<file path="src/rtl/goomba_collision_resolver_pkg.sv">
// Shared game definitions: Goomba life-cycle states, sprite geometry
// defaults and a reusable axis-aligned box overlap test.
package goomba_collision_resolver_pkg;

    typedef enum logic [1:0] {
        ALIVE    = 2'd0,
        SQUISHED = 2'd1,
        DEAD     = 2'd2
    } goomba_state_t;

    localparam int DEFAULT_CHARACTER_WIDTH    = 42;
    localparam int DEFAULT_STOMP_MARGIN       = 8;
    localparam int DEFAULT_SQUISH_TICKS       = 30;
    localparam int DEFAULT_HIT_COOLDOWN_TICKS = 60;

    // Two square boxes of edge w overlap when they intersect on both axes;
    // touching edges do not count.
    function automatic logic box_overlap(
        input logic signed [31:0] ax,
        input logic signed [31:0] ay,
        input logic signed [31:0] bx,
        input logic signed [31:0] by,
        input int                 w
    );
        logic h_ovl;
        logic v_ovl;
        h_ovl = (ax < bx + w) && (bx < ax + w);
        v_ovl = (ay < by + w) && (by < ay + w);
        return h_ovl && v_ovl;
    endfunction

endpackage

</file>
<file path="src/rtl/goomba_collision_resolver_if.sv">
// Bus between the game logic (movers, renderer, game control) and the
// Goomba collision resolver.
interface goomba_collision_resolver_if;

    logic               movement_tick;
    logic signed [31:0] mario_x;
    logic signed [31:0] mario_y;
    logic               mario_falling;
    logic signed [31:0] goomba_x;
    logic signed [31:0] goomba_y;
    logic               goomba_visible;
    logic               goomba_squished;
    logic               goomba_active;
    logic               stomp_pulse;
    logic               mario_hit_pulse;

    modport master (
        output movement_tick, mario_x, mario_y, mario_falling, goomba_x, goomba_y,
        input  goomba_visible, goomba_squished, goomba_active, stomp_pulse, mario_hit_pulse
    );

    modport slave (
        input  movement_tick, mario_x, mario_y, mario_falling, goomba_x, goomba_y,
        output goomba_visible, goomba_squished, goomba_active, stomp_pulse, mario_hit_pulse
    );

endinterface

</file>
<file path="src/rtl/goomba_collision_resolver_tick_down_counter.sv">
// Loadable down counter that saturates at zero and reports when it is empty.
module tick_down_counter #(
    parameter int WIDTH = 8
) (
    input  logic             clk_i,
    input  logic             rst_i,
    input  logic             load_i,
    input  logic [WIDTH-1:0] load_val_i,
    input  logic             dec_i,
    output logic             zero_o
);

    logic [WIDTH-1:0] count_q;
    logic [WIDTH-1:0] count_d;

    // Load has priority; decrement stops at zero.
    always_comb begin
        count_d = count_q;
        if (load_i) begin
            count_d = load_val_i;
        end else if (dec_i && (count_q != '0)) begin
            count_d = count_q - WIDTH'(1);
        end
    end

    // Count register.
    always_ff @(posedge clk_i) begin
        if (rst_i) begin
            count_q <= '0;
        end else begin
            count_q <= count_d;
        end
    end

    assign zero_o = (count_q == '0);

endmodule

</file>
<file path="src/rtl/goomba_collision_resolver.sv">
// Decides stomp versus hit between Mario and the Goomba once per movement
// tick and runs the Goomba ALIVE -> SQUISHED -> DEAD life cycle.
module goomba_collision_resolver
    import goomba_collision_resolver_pkg::*;
#(
    parameter int CHARACTER_WIDTH    = DEFAULT_CHARACTER_WIDTH,
    parameter int STOMP_MARGIN       = DEFAULT_STOMP_MARGIN,
    parameter int SQUISH_TICKS       = DEFAULT_SQUISH_TICKS,
    parameter int HIT_COOLDOWN_TICKS = DEFAULT_HIT_COOLDOWN_TICKS
) (
    input logic                        vga_clock,
    input logic                        reset,
    goomba_collision_resolver_if.slave bus
);

    localparam int MAX_TICKS = (SQUISH_TICKS > HIT_COOLDOWN_TICKS) ? SQUISH_TICKS : HIT_COOLDOWN_TICKS;
    localparam int CW        = $clog2(MAX_TICKS) + 1;

    localparam logic [CW-1:0] SQUISH_LOAD   = CW'(SQUISH_TICKS - 1);
    localparam logic [CW-1:0] COOLDOWN_LOAD = CW'(HIT_COOLDOWN_TICKS - 1);

    if (SQUISH_TICKS < 1) begin : g_bad_squish_ticks
        $error("SQUISH_TICKS must be at least 1");
    end
    if (HIT_COOLDOWN_TICKS < 1) begin : g_bad_cooldown_ticks
        $error("HIT_COOLDOWN_TICKS must be at least 1");
    end

    goomba_state_t state_q, state_d;
    logic          visible_q, visible_d;
    logic          squished_q, squished_d;
    logic          active_q, active_d;
    logic          stomp_q, stomp_d;
    logic          hit_q, hit_d;

    logic contact;
    logic stomp_cond;
    logic sq_load, sq_dec, sq_zero;
    logic cd_load, cd_dec, cd_zero;

    // Geometry of this tick's positions.
    always_comb begin
        contact    = box_overlap(bus.mario_x, bus.mario_y, bus.goomba_x, bus.goomba_y, CHARACTER_WIDTH);
        stomp_cond = contact && bus.mario_falling &&
                     ((bus.mario_y + CHARACTER_WIDTH) <= (bus.goomba_y + STOMP_MARGIN));
    end

    tick_down_counter #(.WIDTH(CW)) u_squish_cnt (
        .clk_i      (vga_clock),
        .rst_i      (reset),
        .load_i     (sq_load),
        .load_val_i (SQUISH_LOAD),
        .dec_i      (sq_dec),
        .zero_o     (sq_zero)
    );

    tick_down_counter #(.WIDTH(CW)) u_cooldown_cnt (
        .clk_i      (vga_clock),
        .rst_i      (reset),
        .load_i     (cd_load),
        .load_val_i (COOLDOWN_LOAD),
        .dec_i      (cd_dec),
        .zero_o     (cd_zero)
    );

    // Next state, counter controls and next registered outputs.
    always_comb begin
        state_d = state_q;
        stomp_d = 1'b0;
        hit_d   = 1'b0;
        sq_load = 1'b0;
        sq_dec  = 1'b0;
        cd_load = 1'b0;
        // Cooldown only reloads when already empty, so load and decrement never clash.
        cd_dec  = bus.movement_tick && !cd_zero;
        if (bus.movement_tick) begin
            unique case (state_q)
                ALIVE: begin
                    if (stomp_cond) begin
                        state_d = SQUISHED;
                        stomp_d = 1'b1;
                        sq_load = 1'b1;
                    end else if (contact && cd_zero) begin
                        hit_d   = 1'b1;
                        cd_load = 1'b1;
                    end
                end
                SQUISHED: begin
                    if (sq_zero) begin
                        state_d = DEAD;
                    end else begin
                        sq_dec = 1'b1;
                    end
                end
                DEAD: begin
                    state_d = DEAD;
                end
                default: begin
                    state_d = ALIVE;
                end
            endcase
        end
        visible_d  = (state_d != DEAD);
        squished_d = (state_d == SQUISHED);
        active_d   = (state_d == ALIVE);
    end

    // State and output registers.
    always_ff @(posedge vga_clock) begin
        if (reset) begin
            state_q    <= ALIVE;
            visible_q  <= 1'b1;
            squished_q <= 1'b0;
            active_q   <= 1'b1;
            stomp_q    <= 1'b0;
            hit_q      <= 1'b0;
        end else begin
            state_q    <= state_d;
            visible_q  <= visible_d;
            squished_q <= squished_d;
            active_q   <= active_d;
            stomp_q    <= stomp_d;
            hit_q      <= hit_d;
        end
    end

    assign bus.goomba_visible  = visible_q;
    assign bus.goomba_squished = squished_q;
    assign bus.goomba_active   = active_q;
    assign bus.stomp_pulse     = stomp_q;
    assign bus.mario_hit_pulse = hit_q;

endmodule
</file>
<file path="src/flat_wrapper.sv">
// flat-port wrapper written by rule: the top's interface ports become plain ports
module goomba_collision_resolver_flat import goomba_collision_resolver_pkg::*;
#(
    parameter int CHARACTER_WIDTH    = DEFAULT_CHARACTER_WIDTH,
    parameter int STOMP_MARGIN       = DEFAULT_STOMP_MARGIN,
    parameter int SQUISH_TICKS       = DEFAULT_SQUISH_TICKS,
    parameter int HIT_COOLDOWN_TICKS = DEFAULT_HIT_COOLDOWN_TICKS
)
  (vga_clock, reset, bus_movement_tick, bus_mario_x, bus_mario_y, bus_mario_falling, bus_goomba_x, bus_goomba_y, bus_goomba_visible, bus_goomba_squished, bus_goomba_active, bus_stomp_pulse, bus_mario_hit_pulse);
  goomba_collision_resolver_if bus_i ();
  input logic vga_clock;
  input logic reset;
  input wire logic [$bits(bus_i.movement_tick)-1:0] bus_movement_tick;
  input wire logic [$bits(bus_i.mario_x)-1:0] bus_mario_x;
  input wire logic [$bits(bus_i.mario_y)-1:0] bus_mario_y;
  input wire logic [$bits(bus_i.mario_falling)-1:0] bus_mario_falling;
  input wire logic [$bits(bus_i.goomba_x)-1:0] bus_goomba_x;
  input wire logic [$bits(bus_i.goomba_y)-1:0] bus_goomba_y;
  output wire logic [$bits(bus_i.goomba_visible)-1:0] bus_goomba_visible;
  output wire logic [$bits(bus_i.goomba_squished)-1:0] bus_goomba_squished;
  output wire logic [$bits(bus_i.goomba_active)-1:0] bus_goomba_active;
  output wire logic [$bits(bus_i.stomp_pulse)-1:0] bus_stomp_pulse;
  output wire logic [$bits(bus_i.mario_hit_pulse)-1:0] bus_mario_hit_pulse;
  assign bus_i.movement_tick = bus_movement_tick;
  assign bus_i.mario_x = bus_mario_x;
  assign bus_i.mario_y = bus_mario_y;
  assign bus_i.mario_falling = bus_mario_falling;
  assign bus_i.goomba_x = bus_goomba_x;
  assign bus_i.goomba_y = bus_goomba_y;
  assign bus_goomba_visible = bus_i.goomba_visible;
  assign bus_goomba_squished = bus_i.goomba_squished;
  assign bus_goomba_active = bus_i.goomba_active;
  assign bus_stomp_pulse = bus_i.stomp_pulse;
  assign bus_mario_hit_pulse = bus_i.mario_hit_pulse;
  goomba_collision_resolver #(.CHARACTER_WIDTH(CHARACTER_WIDTH), .STOMP_MARGIN(STOMP_MARGIN), .SQUISH_TICKS(SQUISH_TICKS), .HIT_COOLDOWN_TICKS(HIT_COOLDOWN_TICKS)) u_core (.vga_clock(vga_clock), .reset(reset), .bus(bus_i));
endmodule
</file>
<file path="config.mk">
export PLATFORM = sky130hd
export DESIGN_NAME = goomba_collision_resolver_flat
export DESIGN_NICKNAME = d
export VERILOG_FILES = /design/src/rtl/goomba_collision_resolver_pkg.sv /design/src/rtl/goomba_collision_resolver_if.sv /design/src/rtl/goomba_collision_resolver_tick_down_counter.sv /design/src/rtl/goomba_collision_resolver.sv /design/src/flat_wrapper.sv
export SDC_FILE = /design/constraint.sdc
export NUM_CORES = 1
export LEC_CHECK = 0
export CAP_MARGIN = 5
export CORE_ASPECT_RATIO = 1.4
export CORE_UTILIZATION = 45
export DETAILED_ROUTE_END_ITERATION = 8
export HOLD_SLACK_MARGIN = 0.03
export PLACE_DENSITY = 0.81
export SETUP_SLACK_MARGIN = 0.4
export SYNTH_ARGS = -nofsm -noshare
export SYNTH_HDL_FRONTEND = slang
export SYNTH_SLANG_ARGS = --single-unit
</file>
<file path="constraint.sdc">
create_clock -name vga_clock -period 4.6 [get_ports vga_clock]
set_input_delay 0.92 -clock vga_clock [delete_from_list [all_inputs] [get_ports vga_clock]]
set_output_delay 0.92 -clock vga_clock [all_outputs]
set_load 0.01 [all_outputs]
</file>
==> impl_metrics.toml <==
[critical_path]
end_kind = "register"
critPathLaunchType = "input pin"
cpMaxStageDelayCell = "or4b_4"
r2r_cells = 8
path_common_cell = "and3_4"
cpPeakStageDelay_ps = 520
critPathCapture = "u_core.u_squish_cnt.count_q[4]"
arrival_ps = 5050
reg2reg_from = "u_core.u_squish_cnt.count_q[0]"
r2r_setup_slack_ps = 2130
crit_type = "in -> reg"
cp-startpoint = "bus_mario_y[7]"
r2r_end = "u_core.u_squish_cnt.count_q[5]"
worstPathRequired_ps = 4770
cp_cell_sequence = "buf_6 -> and4_4 -> nand4_4 -> nor2_4 -> and3_4 -> and3_4 -> and3_4 -> xor2_2 -> inv_1 -> ha_4 -> a211oi_2 -> nor2_1 -> or3_4 -> a31oi_4 -> o21ai_2 -> a2111oi_4 -> or4b_4 -> buf_6 -> o21ai_2"
cp_max_fo = 6

[synthesis]
synth_edf_count = 0
synth_cell_types = 64
syn_area_per_cell_um2 = 7.45
synth_largest_area_cell = "ha_1"
synthCells = 976
ys.flop_type = "dfxtp_1"
async_reset_ff_share_pct = 0
netlist.area_leader.share_pct = 27.7
yosysSeqAreaShare_pct = 5.78
yosys-top-cells-area = "ha_1 (28%), xor2_1 (10%), xnor2_1 (9.5%), dfxtp_1 (5.8%), nand2_1 (4.4%)"
ys_warn_count = 0
syn_area_mm2 = 0.00727
ys_ff_latch = 21
syn-num-nets = 1269

[cts]
root_buffer = "clkbuf_16"
clk_latency_ps = 250
htree_levels = 1
clock-sinks = 21
numCtsBuffers = 3
path_clk_slew_ps = 50
cts_tree = "done"
cts-hold-fix-buffers = 0
clk_path_buf_depth = 2

[global_routing]
grt_max_degree = 20
antenna_found_initial = 2
overflow = 0
grt_first_pass_wirelength_um = 48800
grt_pass1_vias = 10400
gr-usage-all-layers_pct = 37.1

[timing]
max_freq_mhz = 205
drv_slew = 0
setup_viol = 17
worst_pin_slew_ps = 927
fin_ws_ps = -275
fin_crit_ps = 4880
finalHoldViolations = 0
finClkSkew_ps = 2.21
fin_crit_sh_pct = 106
rsz0062_at_grt = "yes"
slew_headroom_pct = 38.0

[route]
vias = 9928
ant_nets = 0
wire_per_inst_um = 20.6
viasPerCell = 6.26
drc = 0
drtIter0Drc = 730
wirelength_um = 32700
dr.pass1.iters = 6

[placement]
place_hpwl_um = 22500
place_ws_ps = -963
numPortBuffers = 136
gp_congestion = 0.991

[die]
dieArea_mm2 = 0.0167
die_y_um = 152
initial_core_util_pct = 46.4
rows = 54
die_w_um = 109
core_mm2 = 0.0157
ios = 137

[layout]
n_fill_cell = 978
fin_nets = 1680
layout-drive-gt1-share_pct = 33.8
final_util_pct = 75.8
multiInputGateArea_mm2 = 0.00738
final-seq-area_um2 = 420
syn2layout_area_growth_pct = 63.4

[job]
cap_viol_max_count = 0

[power]
ir_drop_mv = 0.157
p_leak_nw = 5.27
power_density_mw_per_mm2 = 136
total_power_mw = 1.61

[worst_hold_path]
hold_class = "reg -> reg"

[outcome]
status = "finished, violations left"
violations = "negative setup slack"
==> area by class of cell <==
class                   count  area share [%]
clock buffers               4           0.664
diodes                      3          0.0632
multi-input cells         879            62.2
inverters                  55            1.74
repair buffers            427            29.8
flip-flops and latches     21            3.54
well taps                 196            2.06
==> cells in the mapped netlist, types with 3 or more instances <==
library cell and count:
o21ai_2 5, a2111oi_0 5, nand4_1 45, inv_1 55
nor2b_1 5, and2_1 5, nor3b_1 3, and3_1 26
o22ai_1 6, a31oi_1 6, xor2_1 83, nor2_1 76
o31ai_1 3, or3_1 6, ha_1 161, nand2_1 86
a211oi_1 15, a211o_1 4, nor3_1 27, or4_1 3
xnor2_1 79, and4_1 10, o21ai_0 37, nand2b_1 9
clkbuf_1 16, o21a_1 14, a21oi_1 53, o211ai_1 10
dfxtp_1 21, nor4_1 9, nand3_1 48, a21o_1 5
==> repair_timing <==
item                                    in CTS  in global routing
hold endpoints to repair                     0                  0
gates resized for setup                    294                 67
setup buffers                               35                  8
pin swaps                                  106                 32
endpoints found under the setup margin      17                 17
==> logic make-up after synthesis <==
| logic type | count (synthesis) | synth area share (%) |
|---|---|---|
| compound gates | 182 | 16.4 |
| xor+xnor | 162 | 19.5 |
| fa+ha+maj | 161 | 27.7 |
| buf+inv | 76 | 4.08 |
| flops | 21 | 5.78 |
| mux | 1 | 0.155 |
| simple gates | 373 | 26.4 |
==> layer usage <==
metal  wire length (um)  GRT usage (%)
met1              10300           34.4
met3               2830           8.90
met4               3790           33.6
met5                  0              0
met2              15800           65.2
==> registers in the layout (all words and copies together) (netlist names) <==
name and flops:
u_core.bus.goomba_active 1, u_core.bus.goomba_squished 1, u_core.bus.goomba_visible 1, u_core.bus.mario_hit_pulse 1, u_core.bus.stomp_pulse 1, u_core.state_q 2, u_core.u_cooldown_cnt.count_q 7, u_core.u_squish_cnt.count_q 7
==> worst max-delay path: cells and delay by family <==
family / cells / cell delay (ps)
AND/OR/NAND/NOR: 9 / 2120
AO/OA/AOI/OAI: 5 / 890
buffers and inverters: 3 / 490
XOR/XNOR: 1 / 320
adder cells (fa/ha/maj): 1 / 280
==> placed cells by master (no fill, tap or decap), drive strengths merged, types with 6 or more instances in the layout <==
| cell type | netlist | final |
|---|---|---|
| o21a | 14 | 14 |
| dlygate4sd2 | 0 | 44 |
| nand3 | 48 | 48 |
| ha | 161 | 161 |
| dlymetal6s2s | 0 | 6 |
| o21ai | 42 | 42 |
| or3 | 6 | 6 |
| xnor2 | 79 | 79 |
| nand4 | 46 | 46 |
| nor4 | 9 | 9 |
| o22ai | 6 | 6 |
| clkdlybuf4s15 | 0 | 6 |
| a2111oi | 6 | 6 |
| clkbuf | 18 | 7 |
| nand2 | 86 | 86 |
| nor2 | 76 | 76 |
| a211oi | 15 | 15 |
| nor3 | 27 | 27 |
| dfxtp | 21 | 21 |
| and3 | 26 | 26 |
| a21oi | 53 | 53 |
| and4 | 11 | 11 |
| a31oi | 6 | 6 |
| o211ai | 10 | 10 |
| xor2 | 83 | 83 |
| clkdlybuf4s50 | 0 | 58 |
| buf | 3 | 310 |
| inv | 55 | 55 |
| nand2b | 9 | 9 |
==> where the power goes <==
group / switching [mW] / leakage [nW] / internal (mW)
clock: 0.0663 / 0.0382 / 0.118
sequential: 0.0305 / 0.170 / 0.213
combinational: 0.603 / 5.07 / 0.579
total: 0.699 / 5.27 / 0.911
==> how the worst min path moves through the flow <==
stage                                           startpoint                               end  depth (start not counted)
final                     u_core.u_cooldown_cnt.count_q[6]  u_core.u_cooldown_cnt.count_q[6]                          2
after global routing                     u_core.state_q[0]        u_core.bus.goomba_squished                          2
after CTS                                u_core.state_q[0]        u_core.bus.goomba_squished                          2
after detailed placement                 u_core.state_q[0]        u_core.bus.goomba_squished                          2
after global placement    u_core.u_cooldown_cnt.count_q[6]  u_core.u_cooldown_cnt.count_q[6]                          2
after floorplan                          u_core.state_q[0]        u_core.bus.goomba_squished                          2
==> metrics by stage <==
stage	cell area (um2)	cells	setup TNS, ps	hold WS [ps]
floorplan	7350	976	-0.285	468
global placement	10700	1535	-13030	497
detailed placement	10700	1535	-14150	505
CTS	11600	1574	0	512
global route	11900	1583	-5010	600
finish	11900	1585	-3160	562
Power figures use the tool's default switching activity.
